File: config.mk
export PLATFORM = sky130hd
export DESIGN_NAME = vga_scan_gen_flat
export DESIGN_NICKNAME = d
export VERILOG_FILES = /design/src/rtl/vga_scan_gen_if.sv /design/src/rtl/vga_scan_gen.sv /design/src/flat_wrapper.sv
export SDC_FILE = /design/constraint.sdc
export NUM_CORES = 1
export LEC_CHECK = 0
export CORE_ASPECT_RATIO = 1.1
export CORE_MARGIN = 3
export CORE_UTILIZATION = 25
export DETAILED_ROUTE_END_ITERATION = 7
export DONT_BUFFER_PORTS = 1
export SLEW_MARGIN = 0
export SYNTH_ARGS = -nofsm -noshare
export SYNTH_HDL_FRONTEND = slang
export SYNTH_SLANG_ARGS = --single-unit
File: constraint.sdc
create_clock -name clk -period 2.01 [get_ports clk]
set_input_delay 0.201 -clock clk [delete_from_list [all_inputs] [get_ports clk]]
set_output_delay 0.201 -clock clk [all_outputs]
set_load 0.02 [all_outputs]
File: src/rtl/vga_scan_gen_if.sv
`timescale 1ns/1ps
// -----------------------------------------------------------------------------
// vga_scan_gen_if
// Bundles the scan generator's pixel-side signals.
//   pix_en      : pixel-rate strobe into the generator
//   pixel_x/y   : current scan coordinate out to sprite renderers
//   color_in    : composited {R,G,B} returned by the renderers
//   color_out   : registered pixel to the DAC
//   hsync_n     : active-low sync aligned with color_out
//   vsync_n     : active-low sync aligned with color_out
//   blank       : high outside the visible area, aligned with color_out
//   frame_start : one-clock pulse at the start of each frame
// The generator connects through the slave modport.
// The pixel source/sink (renderers, DAC, bench) connects through master.
// -----------------------------------------------------------------------------
interface vga_scan_gen_if;
    logic        pix_en;
    logic [15:0] pixel_x;
    logic [15:0] pixel_y;
    logic [23:0] color_in;
    logic [23:0] color_out;
    logic        hsync_n;
    logic        vsync_n;
    logic        blank;
    logic        frame_start;

    modport slave (
        input  pix_en, color_in,
        output pixel_x, pixel_y, color_out, hsync_n, vsync_n, blank, frame_start
    );

    modport master (
        output pix_en, color_in,
        input  pixel_x, pixel_y, color_out, hsync_n, vsync_n, blank, frame_start
    );
endinterface

File: src/rtl/vga_scan_gen.sv
`timescale 1ns/1ps
// -----------------------------------------------------------------------------
// vga_scan_gen
// Raster scan generator. Horizontal and vertical counters advance on the
// pixel strobe and are presented directly as the scan coordinate.
// Blanking and sync timing is derived from the counters. It is then delayed
// by LAT clocks so that it lines up with the renderer's colour for the same
// coordinate. After that delay, all DAC-side outputs are registered together.
// Ports:
//   clk : single rising-edge clock
//   rst : asynchronous active-low reset
//   bus : vga_scan_gen_if.slave
//         in  : pix_en, color_in
//         out : pixel_x, pixel_y, color_out, hsync_n, vsync_n, blank,
//               frame_start
// -----------------------------------------------------------------------------
module vga_scan_gen #(
    parameter int H_ACTIVE = 640,
    parameter int H_FP     = 16,
    parameter int H_SYNC   = 96,
    parameter int H_BP     = 48,
    parameter int V_ACTIVE = 480,
    parameter int V_FP     = 10,
    parameter int V_SYNC   = 2,
    parameter int V_BP     = 33,
    parameter int LAT      = 1
) (
    input  logic           clk,
    input  logic           rst,
    vga_scan_gen_if.slave  bus
);

    localparam int H_TOTAL = H_ACTIVE + H_FP + H_SYNC + H_BP;
    localparam int V_TOTAL = V_ACTIVE + V_FP + V_SYNC + V_BP;

    localparam logic [15:0] H_LAST     = 16'(H_TOTAL - 1);
    localparam logic [15:0] V_LAST     = 16'(V_TOTAL - 1);
    localparam logic [15:0] H_ACT_LIM  = 16'(H_ACTIVE);
    localparam logic [15:0] V_ACT_LIM  = 16'(V_ACTIVE);
    localparam logic [15:0] HS_FIRST   = 16'(H_ACTIVE + H_FP);
    localparam logic [15:0] HS_LAST    = 16'(H_ACTIVE + H_FP + H_SYNC - 1);
    localparam logic [15:0] VS_FIRST   = 16'(V_ACTIVE + V_FP);
    localparam logic [15:0] VS_LAST    = 16'(V_ACTIVE + V_FP + V_SYNC - 1);

    logic [15:0]    h_cnt_q, h_cnt_d;
    logic [15:0]    v_cnt_q, v_cnt_d;
    logic [LAT-1:0] act_pipe_q, act_pipe_d;
    logic [LAT-1:0] hs_pipe_q,  hs_pipe_d;
    logic [LAT-1:0] vs_pipe_q,  vs_pipe_d;
    logic [23:0]    color_out_q, color_out_d;
    logic           hsync_n_q, hsync_n_d;
    logic           vsync_n_q, vsync_n_d;
    logic           blank_q, blank_d;
    logic           frame_start_q, frame_start_d;

    logic           h_wrap_s;
    logic           v_wrap_s;
    logic           act_raw_s;
    logic           hs_raw_n_s;
    logic           vs_raw_n_s;
    logic           act_dly_s;

    // Next-state logic for the counters, delay pipeline and DAC-side outputs
    always_comb begin
        h_cnt_d = h_cnt_q;
        v_cnt_d = v_cnt_q;
        h_wrap_s = (h_cnt_q == H_LAST);
        v_wrap_s = (v_cnt_q == V_LAST);

        // pixel_y moves on the same strobe that wraps h, once per line
        if (bus.pix_en) begin
            if (h_wrap_s) begin
                h_cnt_d = 16'd0;
                if (v_wrap_s) begin
                    v_cnt_d = 16'd0;
                end else begin
                    v_cnt_d = v_cnt_q + 16'd1;
                end
            end else begin
                h_cnt_d = h_cnt_q + 16'd1;
            end
        end else begin
            h_cnt_d = h_cnt_q;
            v_cnt_d = v_cnt_q;
        end

        act_raw_s  = (h_cnt_q < H_ACT_LIM) && (v_cnt_q < V_ACT_LIM);
        hs_raw_n_s = !((h_cnt_q >= HS_FIRST) && (h_cnt_q <= HS_LAST));
        vs_raw_n_s = !((v_cnt_q >= VS_FIRST) && (v_cnt_q <= VS_LAST));

        // Stage 0 takes the raw value; the oldest stage is bit LAT-1.
        // The pipeline shifts every clock, so it matches the renderer's clock-based latency.
        act_pipe_d    = act_pipe_q;
        hs_pipe_d     = hs_pipe_q;
        vs_pipe_d     = vs_pipe_q;
        act_pipe_d[0] = act_raw_s;
        hs_pipe_d[0]  = hs_raw_n_s;
        vs_pipe_d[0]  = vs_raw_n_s;
        for (int i = 1; i < LAT; i++) begin
            act_pipe_d[i] = act_pipe_q[i-1];
            hs_pipe_d[i]  = hs_pipe_q[i-1];
            vs_pipe_d[i]  = vs_pipe_q[i-1];
        end

        act_dly_s = act_pipe_q[LAT-1];
        hsync_n_d = hs_pipe_q[LAT-1];
        vsync_n_d = vs_pipe_q[LAT-1];
        blank_d   = !act_dly_s;

        if (act_dly_s) begin
            color_out_d = bus.color_in;
        end else begin
            color_out_d = 24'h000000;
        end

        frame_start_d = bus.pix_en && h_wrap_s && v_wrap_s;
    end

    // State and output registers with asynchronous active-low reset
    always_ff @(posedge clk or negedge rst) begin
        if (!rst) begin
            h_cnt_q       <= 16'd0;
            v_cnt_q       <= 16'd0;
            act_pipe_q    <= '0;
            hs_pipe_q     <= '1;
            vs_pipe_q     <= '1;
            color_out_q   <= 24'h000000;
            hsync_n_q     <= 1'b1;
            vsync_n_q     <= 1'b1;
            blank_q       <= 1'b1;
            frame_start_q <= 1'b0;
        end else begin
            h_cnt_q       <= h_cnt_d;
            v_cnt_q       <= v_cnt_d;
            act_pipe_q    <= act_pipe_d;
            hs_pipe_q     <= hs_pipe_d;
            vs_pipe_q     <= vs_pipe_d;
            color_out_q   <= color_out_d;
            hsync_n_q     <= hsync_n_d;
            vsync_n_q     <= vsync_n_d;
            blank_q       <= blank_d;
            frame_start_q <= frame_start_d;
        end
    end

    assign bus.pixel_x     = h_cnt_q;
    assign bus.pixel_y     = v_cnt_q;
    assign bus.color_out   = color_out_q;
    assign bus.hsync_n     = hsync_n_q;
    assign bus.vsync_n     = vsync_n_q;
    assign bus.blank       = blank_q;
    assign bus.frame_start = frame_start_q;

endmodule
File: src/flat_wrapper.sv
// flat-port wrapper written by rule: the top's interface ports become plain ports
module vga_scan_gen_flat 
#(
    parameter int H_ACTIVE = 640,
    parameter int H_FP     = 16,
    parameter int H_SYNC   = 96,
    parameter int H_BP     = 48,
    parameter int V_ACTIVE = 480,
    parameter int V_FP     = 10,
    parameter int V_SYNC   = 2,
    parameter int V_BP     = 33,
    parameter int LAT      = 1
)
  (clk, rst, bus_pix_en, bus_color_in, bus_pixel_x, bus_pixel_y, bus_color_out, bus_hsync_n, bus_vsync_n, bus_blank, bus_frame_start);
  vga_scan_gen_if bus_i ();
  input  logic clk;
  input  logic rst;
  input wire logic [$bits(bus_i.pix_en)-1:0] bus_pix_en;
  input wire logic [$bits(bus_i.color_in)-1:0] bus_color_in;
  output wire logic [$bits(bus_i.pixel_x)-1:0] bus_pixel_x;
  output wire logic [$bits(bus_i.pixel_y)-1:0] bus_pixel_y;
  output wire logic [$bits(bus_i.color_out)-1:0] bus_color_out;
  output wire logic [$bits(bus_i.hsync_n)-1:0] bus_hsync_n;
  output wire logic [$bits(bus_i.vsync_n)-1:0] bus_vsync_n;
  output wire logic [$bits(bus_i.blank)-1:0] bus_blank;
  output wire logic [$bits(bus_i.frame_start)-1:0] bus_frame_start;
  assign bus_i.pix_en = bus_pix_en;
  assign bus_i.color_in = bus_color_in;
  assign bus_pixel_x = bus_i.pixel_x;
  assign bus_pixel_y = bus_i.pixel_y;
  assign bus_color_out = bus_i.color_out;
  assign bus_hsync_n = bus_i.hsync_n;
  assign bus_vsync_n = bus_i.vsync_n;
  assign bus_blank = bus_i.blank;
  assign bus_frame_start = bus_i.frame_start;
  vga_scan_gen #(.H_ACTIVE(H_ACTIVE), .H_FP(H_FP), .H_SYNC(H_SYNC), .H_BP(H_BP), .V_ACTIVE(V_ACTIVE), .V_FP(V_FP), .V_SYNC(V_SYNC), .V_BP(V_BP), .LAT(LAT)) u_core (.clk(clk), .rst(rst), .bus(bus_i));
endmodule
==> results of run 1 <==
## registers in the layout, indices dropped and copies added, names as in the netlist
register and count:
u_core.bus.blank 1, u_core.vs_pipe_q 1, u_core.bus.pixel_x 16, u_core.bus.vsync_n 1, u_core.bus.color_out 24, u_core.act_dly_s 1, u_core.hs_pipe_q 1, u_core.bus.pixel_y 16
u_core.bus.hsync_n 1, u_core.bus.frame_start 1
## cell type report
class | instances | area [sq um]
timing repair buffer | 46 | 380
tap | 143 | 179
multi-input combinational | 169 | 1110
sequential | 63 | 1580
clock inverter | 1 | 5.00
clock buffer | 15 | 248
inverter | 12 | 45.0
fill | 1128 | 7090
## worst paths after layout
| kind | start | end | slack, ns | cells past startpoint |
|---|---|---|---|---|
| max in group asynchronous | rst | u_core.vs_pipe_q | 1.28 | 2 |
| setup / recovery | u_core.bus.pixel_y[0] | u_core.bus.pixel_y[14] | 0.07 | 5 |
| setup reg to reg | u_core.bus.pixel_y[0] | u_core.bus.pixel_y[14] | 0.07 | 5 |
| hold / removal | bus_color_in[2] | u_core.bus.color_out[2] | 0.01 | 1 |
| min in group asynchronous | rst | u_core.bus.pixel_x[15] | 0.42 | 2 |
| hold reg to reg | u_core.hs_pipe_q | u_core.bus.hsync_n | 0.35 | 0 |
## synth_stat cells
| master | number | area (sq um) |
|---|---|---|
| a21oi_1 | 9 | 45.0 |
| and4_1 | 3 | 26.3 |
| nand2_1 | 22 | 82.6 |
| and3_1 | 4 | 25.0 |
| and4bb_2 | 2 | 25.0 |
| xnor2_1 | 8 | 70.1 |
| nor4b_1 | 1 | 8.76 |
| nand4_1 | 9 | 56.3 |
| a41oi_1 | 1 | 8.76 |
| or4b_2 | 1 | 10.0 |
| or4b_1 | 1 | 10.0 |
| or2_2 | 1 | 6.26 |
| clkbuf_1 | 5 | 18.8 |
| nor4b_2 | 1 | 15.0 |
| or3_1 | 5 | 31.3 |
| buf_6 | 1 | 11.3 |
| ha_1 | 4 | 50.1 |
| or3b_1 | 2 | 17.5 |
| or4_1 | 1 | 7.51 |
| inv_1 | 12 | 45.0 |
| buf_4 | 2 | 15.0 |
| nand2b_1 | 1 | 6.26 |
| nor2_1 | 9 | 33.8 |
| o21ai_0 | 7 | 35.0 |
| o22ai_1 | 1 | 6.26 |
| or4_2 | 1 | 8.76 |
| nor3b_1 | 3 | 22.5 |
| dfstp_2 | 5 | 131 |
| xor2_1 | 6 | 52.6 |
| mux2i_1 | 11 | 110 |
| nand4_2 | 2 | 25.0 |
| and4_2 | 2 | 20.0 |
| nor4_1 | 6 | 37.5 |
| nand3_1 | 18 | 90.1 |
| dfrtp_1 | 58 | 1450 |
| and2_1 | 25 | 156 |
| nor3_1 | 2 | 10.0 |
## per-stage QoR
step	hold WS (ns)	power, mW	instance area (sq um)	util
global route	0.00338	3.21	3550	0.334
CTS	0.000354	3.11	3550	0.334
finish	0.0133	3.06	3550	0.334
floorplan	-0.0946	1.59	2780	-
global placement	-0.0933	1.70	3210	0.302
detailed placement	-0.0932	1.71	3210	0.302
## worst reg2reg max path, stage by stage, from the launching register on
cell and delay [ns]:
dfrtp_2 0.41, ha_1 0.23, nand3_1 0.17, or4_1 0.56, or3b_1 0.36, mux2i_1 0.13
## per-layer routing
layer  part of all wire  routed length (um)
met5                  0                   0
met4              0.018                 127
met3              0.094                 649
met2               0.48                3300
met1               0.41                2800
## kinds of logic (layout without fill, tap and decap cells)
group,count (synthesis),in the layout
AOI/OAI and AO/OA,18,18
xor gates and xnor gates,14,14
adders and majority gates,4,4
buffers and inverters,20,74
DFF,63,63
muxes,11,11
and+or+nand+nor,122,122
## what timing repair did
item	in CTS	in global routing
hold buffers	7	0
setup buffers	0	0
endpoints found under the setup margin	0	2
hold endpoints to repair	68	0
gates resized for setup	0	1
## report_power, final
group          total (mW)  internal (mW)  leakage, nW  switching, mW
combinational       0.365          0.139        0.694          0.227
sequential           1.36           1.32        0.815         0.0432
clock                1.33          0.832        0.122          0.495
==> results by group, run 1 <==
STA
  – # setup viols final: 0
  – Slew @ Worst Pin: 0.582 ns
  – Final Critical Period: 1.94 ns
  – Achievable Freq: 0.516 GHz
  – RSZ-0062 raised after global routing: false
  – Post-route setup TNS: 0 ns
  – Max-slew violation count: 0
  – Count of final hold-check violations: 0
  – Slew HR: 0.609
  – Clk_skew: 0.00599 ns
  – Period utilization: 0.964
  – Setup WS post-layout: 0.0714 ns

Critical path
  – CP endpoint kind: flip-flop
  – Crit-path cells: ha_1 -> nand3_1 -> or4_1 -> or3b_1 -> mux2i_1
  – CP max FO: 7
  – Worst EP required: 2.26 ns
  – Worst stage delay on the critical path: 0.56 ns
  – Largest delay share family, worst path: simple AND/OR/NAND/NOR gates
  – CP startpoint kind: flip-flop
  – Critical path type: flip-flop to flip-flop
  – Critical path data arrival time: 2.19 ns
  – CP Buf/Inv Count: 0
  – Critical-path top delay cell: or4_1

Placement
  – Final Wtd Congestion: 0.791
  – Pre-CTS WS: 0.0764 ns
  – Dpl hpwl: 4990 um
  – IO Port Bufs: 0
  – Placed Cells: 426

Worst hold path
  – Hold WC Path Type: input pin to flip-flop

Floorplan
  – Core area: 0.0106 sq mm
  – Die area: 0.0124 sq mm
  – I/O pin cnt: 87
  – Rows: 39
  – Starting density of the core: 0.262
  – Die Y: 117 um
  – Die Wd: 107 um

Synth
  – Adder-Cell Fraction of Synth Area: 0.0180
  – Syn avg cell area: 11.0 sq um
  – Largest family of logic cells by synthesized area: simple AND/OR/NAND/NOR gates
  – FF+latch count, synth: 63
  – Post-synthesis cell count: 252
  – Register area share after synthesis: 0.569
  – Ys Warns: 0
  – Post-Synth XOR/XNOR Area: 0.0441
  – Post-synthesis mux area share: 0.0396
  – Post-Synthesis Cell Area: 0.00278 sq mm
  – Unique masters post-synth: 37
  – Synth Area in Simple Gates: 0.263
  – Post-synthesis compound-gate area fraction: 0.0342
  – Synthesized net count: 283

Final layout
  – Share of cells above drive strength 1: 0.216
  – Area delta synth->final: 27.6%
  – Ant diodes: 0
  – Most frequent cells in the layout: dfrtp_1, buf_4, and2_1, nand2_1, nand3_1
  – Final net count: 332
  – Commonest non-fill, non-tap cell in the layout: dfrtp_1
  – Non-filler cells in the finished layout: 449

GRT
  – M3 GR Usage: 0.0415
  – Initial antenna violation count: 0
  – Grt met2 use: 0.186
  – Vias in the first global route: 2040
  – All-Layer GR Usage: 0.113
  – Met1 Usage GRT: 0.131
  – Largest net degree at the start of global routing: 64
  – First-pass GRT wire length: 10900 um
  – GR peak layer: met2
  – Total gr overflow: 0

Drt
  – Via density: 4.65
  – Routed WL: 6880 um
  – Post-DRT Antenna Nets: 0
  – Via Count: 2087
  – First-pass iteration count of the detailed router: 4
  – Number of DRC markers in iteration 0: 146
  – WL/cell: 15.3 um
  – # DRC: 0

Clock network
  – H-tree depth reported by CTS: 3
  – TritonCTS clock tree: done
  – Clock sink count: 63
  – Clock Latency Late Sink: 0.32 ns
  – Max clock buf depth: 2
  – CTS Buf Count: 9
  – Root Buffer: clkbuf_16
  – Clock transition at path regs: 0.05 ns

Pwr
  – PwrDens: 861 mW/mm^2
  – VDD IR max: 365 uV
  – P_leak: 1.63 nW

Status
  – Run status: completed

Flow run
  – Max capacitance violation total: 0
No activity file was read; power rests on OpenSTA's default activity.
==> inputs of run 2 (changes only) <==
--- a/config.mk
+++ b/config.mk
@@ -7,7 +7,7 @@
 export LEC_CHECK = 0
 export CORE_ASPECT_RATIO = 1.1
 export CORE_MARGIN = 3
-export CORE_UTILIZATION = 25
+export CORE_UTILIZATION = 45
 export DETAILED_ROUTE_END_ITERATION = 7
 export DONT_BUFFER_PORTS = 1
 export SLEW_MARGIN = 0
==> run 2 against run 1 <==
  * Combinational power rose by 12%
  * Via count increased by 1.5%
  * Sequential share of layout area shrank 0.35 points
  * Setup slack better by 0.086 ns
  * Clock power is 11% lower
  * Critical endpoint unchanged
  * Largest cell class unchanged
  * Highest routed layer unchanged
==> results by group, run 2 (synthesis results as in run 1) <==
Status
  – Run status: completed

Final layout
  – Commonest non-fill, non-tap cell in the layout: dfrtp_1
  – Final net count: 345
  – Area delta synth->final: 28.7%
  – Ant diodes: 0
  – Number of flip-flops in the largest register: 24
  – Non-filler cells in the finished layout: 396
  – Share of cells above drive strength 1: 0.226
  – Fillcell total: 507
  – Most frequent cells in the layout: dfrtp_1, buf_4, and2_1, nand2_1, dlygate4sd3_1

Clock network
  – CTS Buf Count: 9
  – TritonCTS clock tree: done
  – Clock sink count: 63
  – H-tree depth reported by CTS: 3
  – Clock Latency Late Sink: 0.33 ns
  – Root Buffer: clkbuf_8
  – Max clock buf depth: 2
  – Clock transition at path regs: 0.08 ns

Pwr
  – P_leak: 1.65 nW
  – VDD IR max: 438 uV
  – PwrDens: 823 mW/mm^2

Critical path
  – CP endpoint kind: flip-flop
  – Worst EP required: 2.26 ns
  – Critical path data arrival time: 2.11 ns
  – Worst Reg2Reg Path Length in Cells: 5
  – CP max FO: 7
  – Critical path type: flip-flop to flip-flop
  – CP startpoint kind: flip-flop

STA
  – # setup viols final: 0
  – Slew HR: 0.589
  – Period utilization: 0.922
  – Hold Worst Slack: 0.00865 ns
  – Slew @ Worst Pin: 0.611 ns
  – Post-route setup TNS: 0 ns
  – Final Critical Period: 1.85 ns
  – Max-slew violation count: 0
  – Count of final hold-check violations: 0
  – Clk_skew: 0.0121 ns
  – Achievable Freq: 0.540 GHz
  – RSZ-0062 raised after global routing: false

Drt
  – Via Count: 2119
  – Routed WL: 6420 um
  – Number of DRC markers in iteration 0: 88
  – Via density: 5.35
  – WL/cell: 16.2 um
  – First-pass iteration count of the detailed router: 4
  – Post-DRT Antenna Nets: 0
  – # DRC: 0

Worst hold path
  – Worst Hold Path Cells: 1
  – Hold WC Path Type: input pin to flip-flop

Placement
  – Dpl hpwl: 4350 um
  – IO Port Bufs: 0
  – Final Wtd Congestion: 0.814
  – Placed Cells: 358

Floorplan
  – I/O pin cnt: 87
  – Die Y: 88.5 um
  – Core area: 0.00588 sq mm
  – Die Wd: 81.0 um
  – Die area: 0.00716 sq mm
  – Rows: 29
  – Starting density of the core: 0.473

GRT
  – Largest net degree at the start of global routing: 64
  – Total gr overflow: 0
  – Initial antenna violation count: 0
  – First-pass GRT wire length: 10400 um
  – Vias in the first global route: 2103
  – All-Layer GR Usage: 0.190

Flow run
  – Max capacitance violation total: 0
-- run 2: path summary, 6_finish.rpt --
path,to,slack [ns],start
worst max-delay path,u_core.bus.pixel_y[14],0.16,u_core.bus.pixel_y[0]
worst min-delay path,u_core.bus.color_out[12],0.009,bus_color_in[12]
worst max register to register,u_core.bus.pixel_y[14],0.16,u_core.bus.pixel_y[0]
worst min register to register,u_core.bus.vsync_n,0.36,u_core.vs_pipe_q
max in group asynchronous,u_core.bus.vsync_n,1.28,rst
min in group asynchronous,u_core.bus.color_out[6],0.41,rst
-- run 2: area by class of cell --
class | count | area (sq um) | area share
sequential | 63 | 1590 | 0.443
multi-input combinational | 169 | 1130 | 0.315
timing repair buffer | 59 | 515 | 0.144
clock buffer | 10 | 128 | 0.0356
tap | 77 | 96.3 | 0.0269
clock inverter | 6 | 85.1 | 0.0238
inverter | 12 | 45.0 | 0.0126
-- run 2: report_power, final --
group          internal, mW  total (mW)  switching [mW]  leakage (nW)
Clock                 0.694        1.19           0.495         0.102
Combinational         0.159       0.410           0.250         0.737
Sequential             1.32        1.35          0.0317         0.815
-- run 2: routing by layer --
| layer | wire [um] | GRT usage | part of all wire |
|---|---|---|---|
| met3 | 516 | 0.0519 | 0.080 |
| met4 | 130 | 0.0814 | 0.020 |
| met2 | 2950 | 0.297 | 0.46 |
| met1 | 2830 | 0.248 | 0.44 |
| met5 | 0 | 0 | 0 |
-- run 2: what timing repair did --
action / 4_1_cts / 5_1_grt
endpoints found under the hold margin: 84 / 0
setup buffers: 0 / 0
hold buffers: 22 / 0
setup endpoints to repair: 0 / 10
gates resized for setup: 0 / 5
-- run 2: critical path: stages (launching register included) --
cell and delay, ns:
dfrtp_2 0.42, ha_2 0.21, nand3_1 0.12, or4_1 0.54, or3b_1 0.36, mux2i_1 0.13
-- run 2: per-stage QoR --
stage               setup WS, ns  total power [mW]  utilization  instance area, sq um
finish                     0.157              2.95        0.609                  3580
global route              0.0262              3.07        0.609                  3580
CTS                       0.0889              2.98        0.606                  3560
detailed placement        0.0983              1.71        0.529                  3110
global placement           0.147              1.71        0.529                  3110
floorplan                 0.0823              1.59            -                  2780
==> inputs of run 3 (changes only) <==
--- a/config.mk
+++ b/config.mk
@@ -10,6 +10,7 @@
 export CORE_UTILIZATION = 45
 export DETAILED_ROUTE_END_ITERATION = 7
 export DONT_BUFFER_PORTS = 1
+export MAX_ROUTING_LAYER = met4
 export SLEW_MARGIN = 0
 export SYNTH_ARGS = -nofsm -noshare
 export SYNTH_HDL_FRONTEND = slang
==> run 3 against run 2 <==
  * Sequential share of layout area is essentially flat
  * Global-route usage is 0.66 points higher
  * Setup slack worse by 0.019 ns
  * Count of clock-buffer cells in the layout stayed put
  * Wire length increased by 0.26%
  * Worst hold slack got worse by 0.0022 ns
==> results by group, run 3 (synthesis results as in run 1) <==
Status
  – Run status: completed

Clock network
  – Clock Latency Late Sink: 0.33 ns
  – Clock transition at path regs: 0.08 ns
  – Max clock buf depth: 2
  – CTS Buf Count: 9
  – H-tree depth reported by CTS: 3
  – Clock sink count: 63
  – TritonCTS clock tree: done
  – Root Buffer: clkbuf_8

Floorplan
  – Rows: 29
  – Die Wd: 81.0 um
  – I/O pin cnt: 87
  – Core area: 0.00588 sq mm
  – Starting density of the core: 0.473
  – Die Y: 88.5 um
  – Die area: 0.00716 sq mm

GRT
  – All-Layer GR Usage: 0.197
  – GR peak layer: met2
  – Met1 Usage GRT: 0.250
  – First-pass GRT wire length: 10400 um
  – Total gr overflow: 0
  – Initial antenna violation count: 0
  – Vias in the first global route: 2098
  – Grt met2 use: 0.296
  – M3 GR Usage: 0.0540
  – Largest net degree at the start of global routing: 64

Pwr
  – Clock Power Share: 0.404
  – VDD IR max: 437 uV
  – Sw frac: 0.265
  – Internal power: 2.17 mW
  – PwrDens: 825 mW/mm^2
  – Switch Pwr: 781 uW
  – Flop pwr share: 0.457
  – Comb power frac: 0.139
  – P_leak: 1.65 nW

Final layout
  – Number of flip-flops in the largest register: 24
  – Finished Cell Area: 0.00358 sq mm
  – Area delta synth->final: 28.6%
  – Most frequent cells in the layout: dfrtp_1, buf_4, and2_1, nand2_1, dlygate4sd3_1
  – Fillcell total: 508
  – Commonest non-fill, non-tap cell in the layout: dfrtp_1
  – Share of cells above drive strength 1: 0.223
  – Final net count: 345
  – Ant diodes: 0

Placement
  – Dpl cell area: 0.00311 sq mm
  – IO Port Bufs: 0
  – Final Wtd Congestion: 0.826
  – Dpl hpwl: 4350 um

Worst hold path
  – Hold WC Path Type: input pin to flip-flop

Drt
  – Via Count: 2108
  – Post-DRT Antenna Nets: 0
  – Via density: 5.32
  – Number of DRC markers in iteration 0: 89
  – # DRC: 0
  – WL/cell: 16.3 um
  – Routed WL: 6440 um
  – First-pass iteration count of the detailed router: 4

STA
  – RSZ-0062 raised after global routing: false
  – # setup viols final: 0
  – Count of final hold-check violations: 0
  – Slew HR: 0.587
  – Final Critical Period: 1.87 ns
  – Clk_skew: 0.0107 ns
  – Max-slew violation count: 0
  – Post-route setup TNS: 0 ns
  – Period utilization: 0.932
  – Achievable Freq: 0.534 GHz
  – Slew @ Worst Pin: 0.615 ns

Critical path
  – Reg-to-reg setup timing slack: 0.14 ns
  – CP max FO: 7
  – Critical path data arrival time: 2.13 ns
  – CP endpoint kind: flip-flop
  – Reg2reg end: u_core.bus.pixel_y[14]
  – CP startpoint kind: flip-flop
  – Setup crit start: u_core.bus.pixel_y[0]
  – Worst EP required: 2.26 ns
  – Critical path type: flip-flop to flip-flop
  – Worst setup endpoint: u_core.bus.pixel_y[14]
  – Worst Reg2Reg Path Length in Cells: 5
  – Critical R2R Launch: u_core.bus.pixel_y[0]

Flow run
  – Max capacitance violation total: 0
## run 3: cell counts in the layout (fill, tap and decap cells not counted)
No cell type changed its count.
## run 3: routing by layer
| metal | up-vias | part of all wire | routed length [um] |
|---|---|---|---|
| met4 | 0 | 0.020 | 129 |
| met2 | 96 | 0.45 | 2920 |
| li1 | 1003 | - | - |
| met5 | - | 0 | 0 |
| met3 | 13 | 0.082 | 530 |
| met1 | 996 | 0.44 | 2860 |
## run 3: how the worst min path moves through the flow
| stage | startpoint | to | slack, ns | cells after the start |
|---|---|---|---|---|
| floorplan | rst | u_core.act_dly_s | -0.09 | 0 |
| global placement | rst | u_core.bus.color_out[5] | -0.09 | 0 |
| detailed placement | rst | u_core.bus.color_out[5] | -0.09 | 0 |
| CTS | bus_color_in[12] | u_core.bus.color_out[12] | 0.001 | 1 |
| global route | bus_color_in[13] | u_core.bus.color_out[13] | 0.002 | 1 |
| finish | bus_color_in[12] | u_core.bus.color_out[12] | 0.006 | 1 |
## run 3: what timing repair did
| item | CTS | global route |
|---|---|---|
| setup buffers | 0 | 0 |
| hold buffers | 22 | 0 |
| endpoints found under the setup margin | 0 | 10 |
| gates resized for setup | 0 | 4 |
| hold endpoints to repair | 84 | 0 |
## run 3: worst max-delay path, stage by stage (launching register included)
cell and delay (ns):
dfrtp_2 0.42, ha_1 0.22, nand3_1 0.13, or4_1 0.54
or3b_1 0.36, mux2i_1 0.13
## run 3: layout make-up
type                            instances  area, sq um  share of cell area
Timing Repair Buffer                   59          515               0.144
Sequential cell                        63         1590               0.443
Tap cell                               77         96.3              0.0269
Clock buffer                           10          128              0.0357
Inverter                               12         45.0              0.0126
Multi-Input combinational cell        169         1120               0.314
Clock inverter                          6         85.1              0.0238
## run 3: power groups by stage
stage | Clock, mW | Combinational [mW] | Sequential [mW]
floorplan | 0 | 0.111 | 1.47
global placement | 0 | 0.338 | 1.37
detailed placement | 0 | 0.341 | 1.37
CTS | 1.22 | 0.407 | 1.35
global route | 1.28 | 0.449 | 1.35
finish | 1.19 | 0.410 | 1.35
## run 3: stage by stage
step	worst slack, ns	hold slack [ns]	cells	util	total power, mW
CTS	0.0889	0.00117	396	0.606	2.98
global placement	0.147	-0.0933	358	0.529	1.71
finish	0.138	0.00645	396	0.609	2.95
global route	0.000329	0.00236	396	0.609	3.08
floorplan	0.0823	-0.0946	252	-	1.59
detailed placement	0.0983	-0.0932	358	0.529	1.71
